[src/rtl/wbi_cmd_arb.sv]
// Two-master command arbiter with write-burst locking and an in-order
// response router driven by a FIFO of granted master ids.
module wbi_cmd_arb #(
   parameter int unsigned AW = 32,
   parameter int unsigned BW = 4,
   parameter int unsigned BL = 10,
   parameter int unsigned DW = 32,
   parameter int unsigned OD = 4
) (
   input  logic          mclk,
   input  logic          reset_n,
   // master 0
   input  logic          m0_cmd_wval_i,
   output logic          m0_cmd_wrdy_o,
   input  logic [AW-1:0] m0_cmd_adr_i,
   input  logic          m0_cmd_we_i,
   input  logic [DW-1:0] m0_cmd_dat_i,
   input  logic [BW-1:0] m0_cmd_sel_i,
   input  logic [3:0]    m0_cmd_tid_i,
   input  logic [BL-1:0] m0_cmd_bl_i,
   input  logic          m0_res_rrdy_i,
   output logic          m0_res_rval_o,
   output logic [DW-1:0] m0_res_dat_o,
   output logic          m0_res_ack_o,
   output logic          m0_res_lack_o,
   output logic          m0_res_err_o,
   output logic [3:0]    m0_res_tid_o,
   // master 1
   input  logic          m1_cmd_wval_i,
   output logic          m1_cmd_wrdy_o,
   input  logic [AW-1:0] m1_cmd_adr_i,
   input  logic          m1_cmd_we_i,
   input  logic [DW-1:0] m1_cmd_dat_i,
   input  logic [BW-1:0] m1_cmd_sel_i,
   input  logic [3:0]    m1_cmd_tid_i,
   input  logic [BL-1:0] m1_cmd_bl_i,
   input  logic          m1_res_rrdy_i,
   output logic          m1_res_rval_o,
   output logic [DW-1:0] m1_res_dat_o,
   output logic          m1_res_ack_o,
   output logic          m1_res_lack_o,
   output logic          m1_res_err_o,
   output logic [3:0]    m1_res_tid_o,
   // shared slave side
   output logic          s_cmd_wval_o,
   input  logic          s_cmd_wrdy_i,
   output logic [AW-1:0] s_cmd_adr_o,
   output logic          s_cmd_we_o,
   output logic [DW-1:0] s_cmd_dat_o,
   output logic [BW-1:0] s_cmd_sel_o,
   output logic [3:0]    s_cmd_tid_o,
   output logic [BL-1:0] s_cmd_bl_o,
   input  logic          s_res_rval_i,
   output logic          s_res_rrdy_o,
   input  logic [DW-1:0] s_res_dat_i,
   input  logic          s_res_ack_i,
   input  logic          s_res_lack_i,
   input  logic          s_res_err_i,
   input  logic [3:0]    s_res_tid_i
);

   localparam int unsigned PW = (OD > 1) ? $clog2(OD) : 1;
   localparam int unsigned CW = $clog2(OD + 1);

   typedef enum logic {ARB, BURST} state_t;

   state_t        state;
   logic          last;      // 1: m1 won the most recent first beat
   logic [BL-1:0] beat_cnt;
   logic          fifo_q [OD];
   logic [PW-1:0] wr_ptr, rd_ptr;
   logic [CW-1:0] count;

   logic full, empty, blk, gnt, head;
   logic cmd_xfer, push, pop, burst;

   assign full  = (count == CW'(OD));
   assign empty = (count == '0);
   // Only first beats are held back by a full FIFO; reset forces all ready low.
   assign blk   = ~reset_n | (full & (state == ARB));
   assign head  = fifo_q[rd_ptr];

   always_comb begin
      gnt = ~last;
      if (state == BURST)
         gnt = last;
      else if (m0_cmd_wval_i && !m1_cmd_wval_i)
         gnt = 1'b0;
      else if (m1_cmd_wval_i && !m0_cmd_wval_i)
         gnt = 1'b1;
   end

   always_comb begin
      if (gnt) begin
         s_cmd_wval_o = m1_cmd_wval_i & ~blk;
         s_cmd_adr_o  = m1_cmd_adr_i;
         s_cmd_we_o   = m1_cmd_we_i;
         s_cmd_dat_o  = m1_cmd_dat_i;
         s_cmd_sel_o  = m1_cmd_sel_i;
         s_cmd_tid_o  = m1_cmd_tid_i;
         s_cmd_bl_o   = m1_cmd_bl_i;
      end else begin
         s_cmd_wval_o = m0_cmd_wval_i & ~blk;
         s_cmd_adr_o  = m0_cmd_adr_i;
         s_cmd_we_o   = m0_cmd_we_i;
         s_cmd_dat_o  = m0_cmd_dat_i;
         s_cmd_sel_o  = m0_cmd_sel_i;
         s_cmd_tid_o  = m0_cmd_tid_i;
         s_cmd_bl_o   = m0_cmd_bl_i;
      end
   end

   assign m0_cmd_wrdy_o = ~gnt & s_cmd_wrdy_i & ~blk;
   assign m1_cmd_wrdy_o =  gnt & s_cmd_wrdy_i & ~blk;

   assign cmd_xfer = s_cmd_wval_o & s_cmd_wrdy_i;
   assign push     = cmd_xfer & (state == ARB);
   assign burst    = s_cmd_we_o & (s_cmd_bl_o > BL'(1));

   assign m0_res_rval_o = s_res_rval_i & ~empty & ~head;
   assign m1_res_rval_o = s_res_rval_i & ~empty &  head;
   assign s_res_rrdy_o  = ~empty & (head ? m1_res_rrdy_i : m0_res_rrdy_i);
   assign pop           = s_res_rval_i & s_res_rrdy_o & s_res_lack_i;

   assign m0_res_dat_o  = s_res_dat_i;
   assign m0_res_ack_o  = s_res_ack_i;
   assign m0_res_lack_o = s_res_lack_i;
   assign m0_res_err_o  = s_res_err_i;
   assign m0_res_tid_o  = s_res_tid_i;
   assign m1_res_dat_o  = s_res_dat_i;
   assign m1_res_ack_o  = s_res_ack_i;
   assign m1_res_lack_o = s_res_lack_i;
   assign m1_res_err_o  = s_res_err_i;
   assign m1_res_tid_o  = s_res_tid_i;

   always_ff @(posedge mclk or negedge reset_n) begin
      if (!reset_n) begin
         state    <= ARB;
         last     <= 1'b1;
         beat_cnt <= '0;
      end else if (cmd_xfer) begin
         case (state)
            ARB: begin
               last <= gnt;
               if (burst) begin
                  state    <= BURST;
                  beat_cnt <= s_cmd_bl_o - BL'(1);
               end
            end
            BURST: begin
               beat_cnt <= beat_cnt - BL'(1);
               if (beat_cnt == BL'(1))
                  state <= ARB;
            end
            default: state <= ARB;
         endcase
      end
   end

   always_ff @(posedge mclk or negedge reset_n) begin
      if (!reset_n) begin
         wr_ptr <= '0;
         rd_ptr <= '0;
         count  <= '0;
         for (int unsigned i = 0; i < OD; i++)
            fifo_q[i] <= 1'b0;
      end else begin
         if (push) begin
            fifo_q[wr_ptr] <= gnt;
            wr_ptr         <= wr_ptr + PW'(1);
         end
         if (pop)
            rd_ptr <= rd_ptr + PW'(1);
         if (push && !pop)
            count <= count + CW'(1);
         else if (pop && !push)
            count <= count - CW'(1);
      end
   end

endmodule

[config.mk]
export PLATFORM = sky130hd
export DESIGN_NAME = wbi_cmd_arb
export DESIGN_NICKNAME = d
export VERILOG_FILES = /design/src/rtl/wbi_cmd_arb.sv
export SDC_FILE = /design/constraint.sdc
export NUM_CORES = 1
export LEC_CHECK = 0
export CAP_MARGIN = 20
export CORE_AREA = 3 3 147 149
export CTS_CLUSTER_DIAMETER = 60
export DETAILED_ROUTE_END_ITERATION = 8
export DIE_AREA = 0 0 150 152
export MAX_ROUTING_LAYER = met4
export PLACE_DENSITY = 0.61
export SLEW_MARGIN = 10
export SYNTH_ARGS = -nofsm -noshare
export SYNTH_HDL_FRONTEND = slang
export SYNTH_SLANG_ARGS = --single-unit
export TNS_END_PERCENT = 50
[constraint.sdc]
create_clock -name mclk -period 2.9 [get_ports mclk]
set_input_delay 0.29 -clock mclk [delete_from_list [all_inputs] [get_ports mclk]]
set_output_delay 0.29 -clock mclk [all_outputs]
set_load 0.05 [all_outputs]
== After elaboration in Yosys (flattened, before gate mapping) ==
Index checks and enable logic that the tools add are counted.
Storage, ports and cells
  memory bits (writable): 0
  latch bits: 0
  register bits after elaboration: 23
  ROM bits: 0
  memories: 0
  logic and storage cells: 86
  input bits: 213
Operators by class
  bitwise gates (word level): 26
  reductions and logical operators: 13
  eq/ne operators: 3
  multipliers: 0
  divide/modulo/power cells: 0
  shift-type cells: 0
  add/subtract/negate cells: 6
  magnitude comparators: 4
  mux-type cells: 24
Operators by type and width (count)
  32-bit two-way mux: 2
  10-bit two-way mux: 2
  10-bit one-hot mux with 2 select lines: 1
  10-bit by 1-bit subtractor with 10-bit output, second input constant: 2
  1-bit bitwise AND: 16
  1-bit two-way mux: 11
  10-bit by 1-bit equality test with 1-bit output, second input constant: 1
  10-bit by 1-bit > comparator with 1-bit output, second input constant: 1
  4-bit two-way mux: 2
  1-bit inverter: 7
  3-bit greater-or-equal comparator, second input constant: 2
  3-bit two-way mux: 2
  2-bit inverter with 3-bit output: 2
  1-bit logical AND: 5
  2-bit by 1-bit adder with 2-bit output, second input constant: 2
  4-bit bitwise mux: 1
  1-bit zero test: 4
  2-bit AND reduction: 2
  3-bit by 1-bit adder with 3-bit output, second input constant: 1
  3-bit equality test, second input constant: 1
  3-bit zero test: 1
  3-bit by 1-bit < comparator with 1-bit output, second input constant: 1
  3-bit by 1-bit subtractor with 3-bit output, second input constant: 1
  1-bit binary-select mux with 2-bit select: 1
  5 further kinds: 5

== Longest topological paths before layout ==
  depth after elaboration: 12
  gate-level depth with buffers: 13

== Worst setup path before layout ==
No wires, ideal clock.
  path type: reg-to-reg
  from: register last
  to: register beat_cnt[8]
  period minus slack after synthesis: 3.466 ns
  path buffers: 4
  arrival: 3.341 ns
  cell stages (with the launch flop): 14
  setup slack: -0.566 ns
  cells stage by stage: dfstp_2 -> clkbuf_1 -> clkbuf_1 -> a211oi_1 -> a211oi_1 -> nor2_1 -> inv_1 -> ha_1 -> o221ai_1 -> o41a_1 -> buf_6 -> and2_4 -> buf_6 -> mux2_4
On the way
  cells in the longest elaborated chain, start to end: 9
  elaborated cells on any way between the ends: 15
  those cells by class: 1 x add/sub; 1 x order compare; 1 x eq/ne; 8 x mux; 3 x bitwise; 1 x reduce/logical
RTL lines
  start: declaration: line 68  | logic last;
  start signal: assignment: line 144  | last <= gnt;
  1-bit inverter: line 84  | gnt = ~last;
  1-bit two-way mux: line 89  | else if (m1_cmd_wval_i && !m0_cmd_wval_i)
  1-bit two-way mux: line 87  | else if (m0_cmd_wval_i && !m1_cmd_wval_i)
  1-bit two-way mux (*): line 85  | if (state == BURST)
  10-bit two-way mux (*): line 94  | if (gnt) begin
  named net s_cmd_bl_o[0]: line 52  | output logic [BL-1:0] s_cmd_bl_o,
  10-bit by 1-bit > comparator with 1-bit output: line 118  | assign burst = s_cmd_we_o & (s_cmd_bl_o > BL'(1));
  1-bit bitwise AND: line 118
  2-bit inequality test (no line)
  2-bit AND reduction (no line)
  end signal: assignment: line 147  | beat_cnt <= s_cmd_bl_o - BL'(1);
  end signal: assignment: line 151  | beat_cnt <= beat_cnt - BL'(1);
  end: declaration: line 69  | logic [BL-1:0] beat_cnt;
Mark *: on every way through the listed nets, which the timed path passes. The rest lies on a longest branch. The select of a mux whose other input is x is not followed.
A chain may end at the register's enable or synchronous reset.

== Worst setup path in the final report ==
  from: register state
  to: register beat_cnt[9]
On the way
  cells in the longest elaborated chain, start to end: 8
  elaborated cells on any way between the ends: 18
  those cells by class: 1 x add/sub; 1 x order compare; 1 x eq/ne; 6 x mux; 8 x bitwise; 1 x reduce/logical
RTL lines
  start: declaration: line 67  | state_t state;
  start signal: assignment: line 138  | state <= ARB;
  start signal: assignment: line 146  | state <= BURST;
  start signal: assignment: line 153  | state <= ARB;
  parallel branches: the longest is 8 deep, another holds 10-bit by 1-bit > comparator with 1-bit output
Parallel ways; which one is timed is not known. The select of a mux whose other input is x is not followed.

==> run summary <==
Outcome - complete, but fails checks
Failing checks - negative setup slack
Slowest-stage cell, CP - or4_1
Cell variety after synth - 56
Worst hold path type - reg -> reg
CTS tree - yes
Root buf cell - clkbuf_16
Synthesized instance count - 554
Netlist Area Pre-Place - 3620 um2
Die Span X - 150 um
Depth of the CTS H-tree - 1
Hold_sp - count[2]
Row cnt - 52
DP Cell Count - 1044
# nets final - 1008
Hold EP - count[2]
Worst vdd ir - 781 uV
Worst hold margin - 488 ps
Number of synthesized register bits - 23
Port Buf Inserts - 265
Final non-filler cell total - 1054
Total Routing Usage GR - 13.9%
R2R Path End - beat_cnt[9]
Syn_area_per_cell - 6.54 um2
Seq/Total Area, Yosys - 15.9%
Cells on worst reg2reg path - 9
Vias/cell - 4.20
Die area - 22800 um2
Syn-to-layout area delta - 107%
Die Y - 152 um
Wire per inst - 15.8 um
Gr ovfl total - 0
Critical Path End Type - flop
Dpl ws - -438 ps
Max_slew headroom - 49.1%
Worst Skew - 5.07 ps
Starting density of the core - 17.9%
Critical Path AT - 3080 ps
CTS Sinks - 23
Most common cell after layout, fill and taps aside - nand2_1
Global-route wire length before repair - 24400 um
Worst setup path class - reg -> reg
Final Hold Viols - 0
Routability congestion estimate - 0.865
Final Max Slew Viols - 0
Critical-path cell list - buf_12, buf_4, or4b_4, o311ai_4, nor2_2, or4_1, o41a_1, and2_4, a211o_1
Clock Tree Buf Depth - 2
Iter 0 DRT Violations - 221
Slowest cell delay on critical path - 510 ps
Number of global-route vias before repair - 4321
Crit-path max FO - 6
Final TNS setup - -202 ps
Post-layout instance area - 7490 um2
Final setup vio count - 9
Minimum clock period - 2940 ps
R2R Setup Slk - -40 ps
Core Box Area - 20300 um2
Most frequent cells in the layout - nand2_1 (231), clkdlybuf4s50_1 (177), buf_12 (88), buf_4 (64)
Largest net degree at the start of global routing - 44
Max-cap violations - 0
CTS clk-pin slew, worst paths - 60 ps
Final ANT Viol Nets - 0
PwrDens - 1320 nW/um2
Crit path launch type - flop
EDFF count, synth - 0
Top Ports - 380
WHS Path Cells - 1
Filler Cells Inserted - 2079
Layout cell share with drive strength beyond 1 - 24.6%
Syn nets - 777
RSZ-0062 raised after global routing - yes
Achievable frequency - 341 MHz
Final period utilization - 101%
Ys async rst share - 100%
Warnings, synthesis - 0
Dpl hpwl - 14200 um
Initial antenna violation count - 0
CP required - 3040 ps
Cts bufs inserted - 3
DR pass1 iterations - 4
Hold buffers post-CTS - 0
P_leak - 3.40 nW
# DRC - 0
Antenna cell count - 0
WL final - 16700 um
Synth Flop Type - dfrtp_1
Clock latency on the worst-skew pair - 260 ps
Final setup margin - -36.9 ps
Critical R2R Launch - state
Power Total - 9.91 mW
DR vias - 4428
Utilization after layout - 36.9%
Actual slew at the worst max-slew pin - 757 ps
Placed Area - 7260 um2
## cell families after synthesis
kind of cell / share of synthesized area (%)
XOR/XNOR: 4.59
AO/OA/AOI/OAI: 9.67
adder cells (fa/ha/maj): 3.66
AND/OR/NAND/NOR: 38.2
flip-flops: 15.9
multiplexers: 6.25
buffers and inverters: 21.8
## state kept, by name, indices dropped and copies added, names as in the netlist
name,count
beat_cnt,10
last,1
fifo_q,4
state,1
wr_ptr,2
count,3
rd_ptr,2
## repair_timing
action | 4_1_cts | 5_1_grt
endpoints found under the setup margin | 83 | 39
pin swaps | 6 | 4
setup buffers | 4 | 2
gates resized for setup | 16 | 9
## synth_stat cells (all sizes together), types with 3 or more instances
cell type	number	area [um2]
a21oi	6	30.0
nor4	6	37.5
nor3b	3	22.5
clkbuf	19	71.3
inv	15	56.3
nand2	231	867
nor3	4	20.0
a31oi	3	18.8
dfrtp	22	551
ha	9	113
or3b	4	35.0
o311ai	8	70.1
xnor2	9	78.8
a221oi	3	32.5
nand3b	5	37.5
a211oi	6	45.0
nor2	23	91.3
mux2i	11	110
xor2	10	87.6
nor2b	5	31.3
nand3	9	45.0
o21ai	5	25.0
a211o	3	26.3
buf	89	661
nand2b	4	25.0
or4b	9	90.1
mux2	8	93.8
## worst max-delay path by stage
stage | start | end | slack (ps) | cells after the start
floorplan | last | beat_cnt[8] | -250 | 10
global placement | m0_cmd_wval_i | beat_cnt[9] | -450 | 10
detailed placement | m0_cmd_wval_i | beat_cnt[9] | -440 | 10
CTS | state | beat_cnt[0] | -20 | 10
global route | state | beat_cnt[1] | -120 | 10
finish | state | beat_cnt[9] | -40 | 9
## worst max-delay path, delay by kind of cell (launching register included)
| kind | cells | cell delay, ps |
|---|---|---|
| simple gates | 4 | 1270 |
| buf+inv | 2 | 280 |
| flops | 1 | 420 |
| compound gates | 3 | 840 |
## area by class of cell
cell class / instances / area, um2 / share of cell area [%]
timing repair buffer: 334 / 4060 / 54.2
multi-input combinational: 408 / 2380 / 31.8
sequential: 23 / 578 / 7.72
tap: 270 / 338 / 4.51
clock buffer: 4 / 78.8 / 1.05
inverter: 15 / 56.3 / 0.752
## routing by layer
| layer | global-route usage (%) | up-vias | share of wire, % |
|---|---|---|---|
| met1 | 15.3 | 1994 | 37 |
| li1 | - | 2198 | - |
| met4 | 2.27 | 0 | 1.7 |
| met2 | 24.1 | 201 | 50 |
| met3 | 5.27 | 35 | 11 |
| met5 | - | - | 0 |
## power by group
part | total [mW] | leakage, nW | internal (mW) | switching, mW
combinational | 8.99 | 3.08 | 4.04 | 4.94
sequential | 0.618 | 0.273 | 0.474 | 0.144
clock | 0.302 | 0.0382 | 0.188 | 0.115
Note: power is estimated with default switching activity, not from simulation.
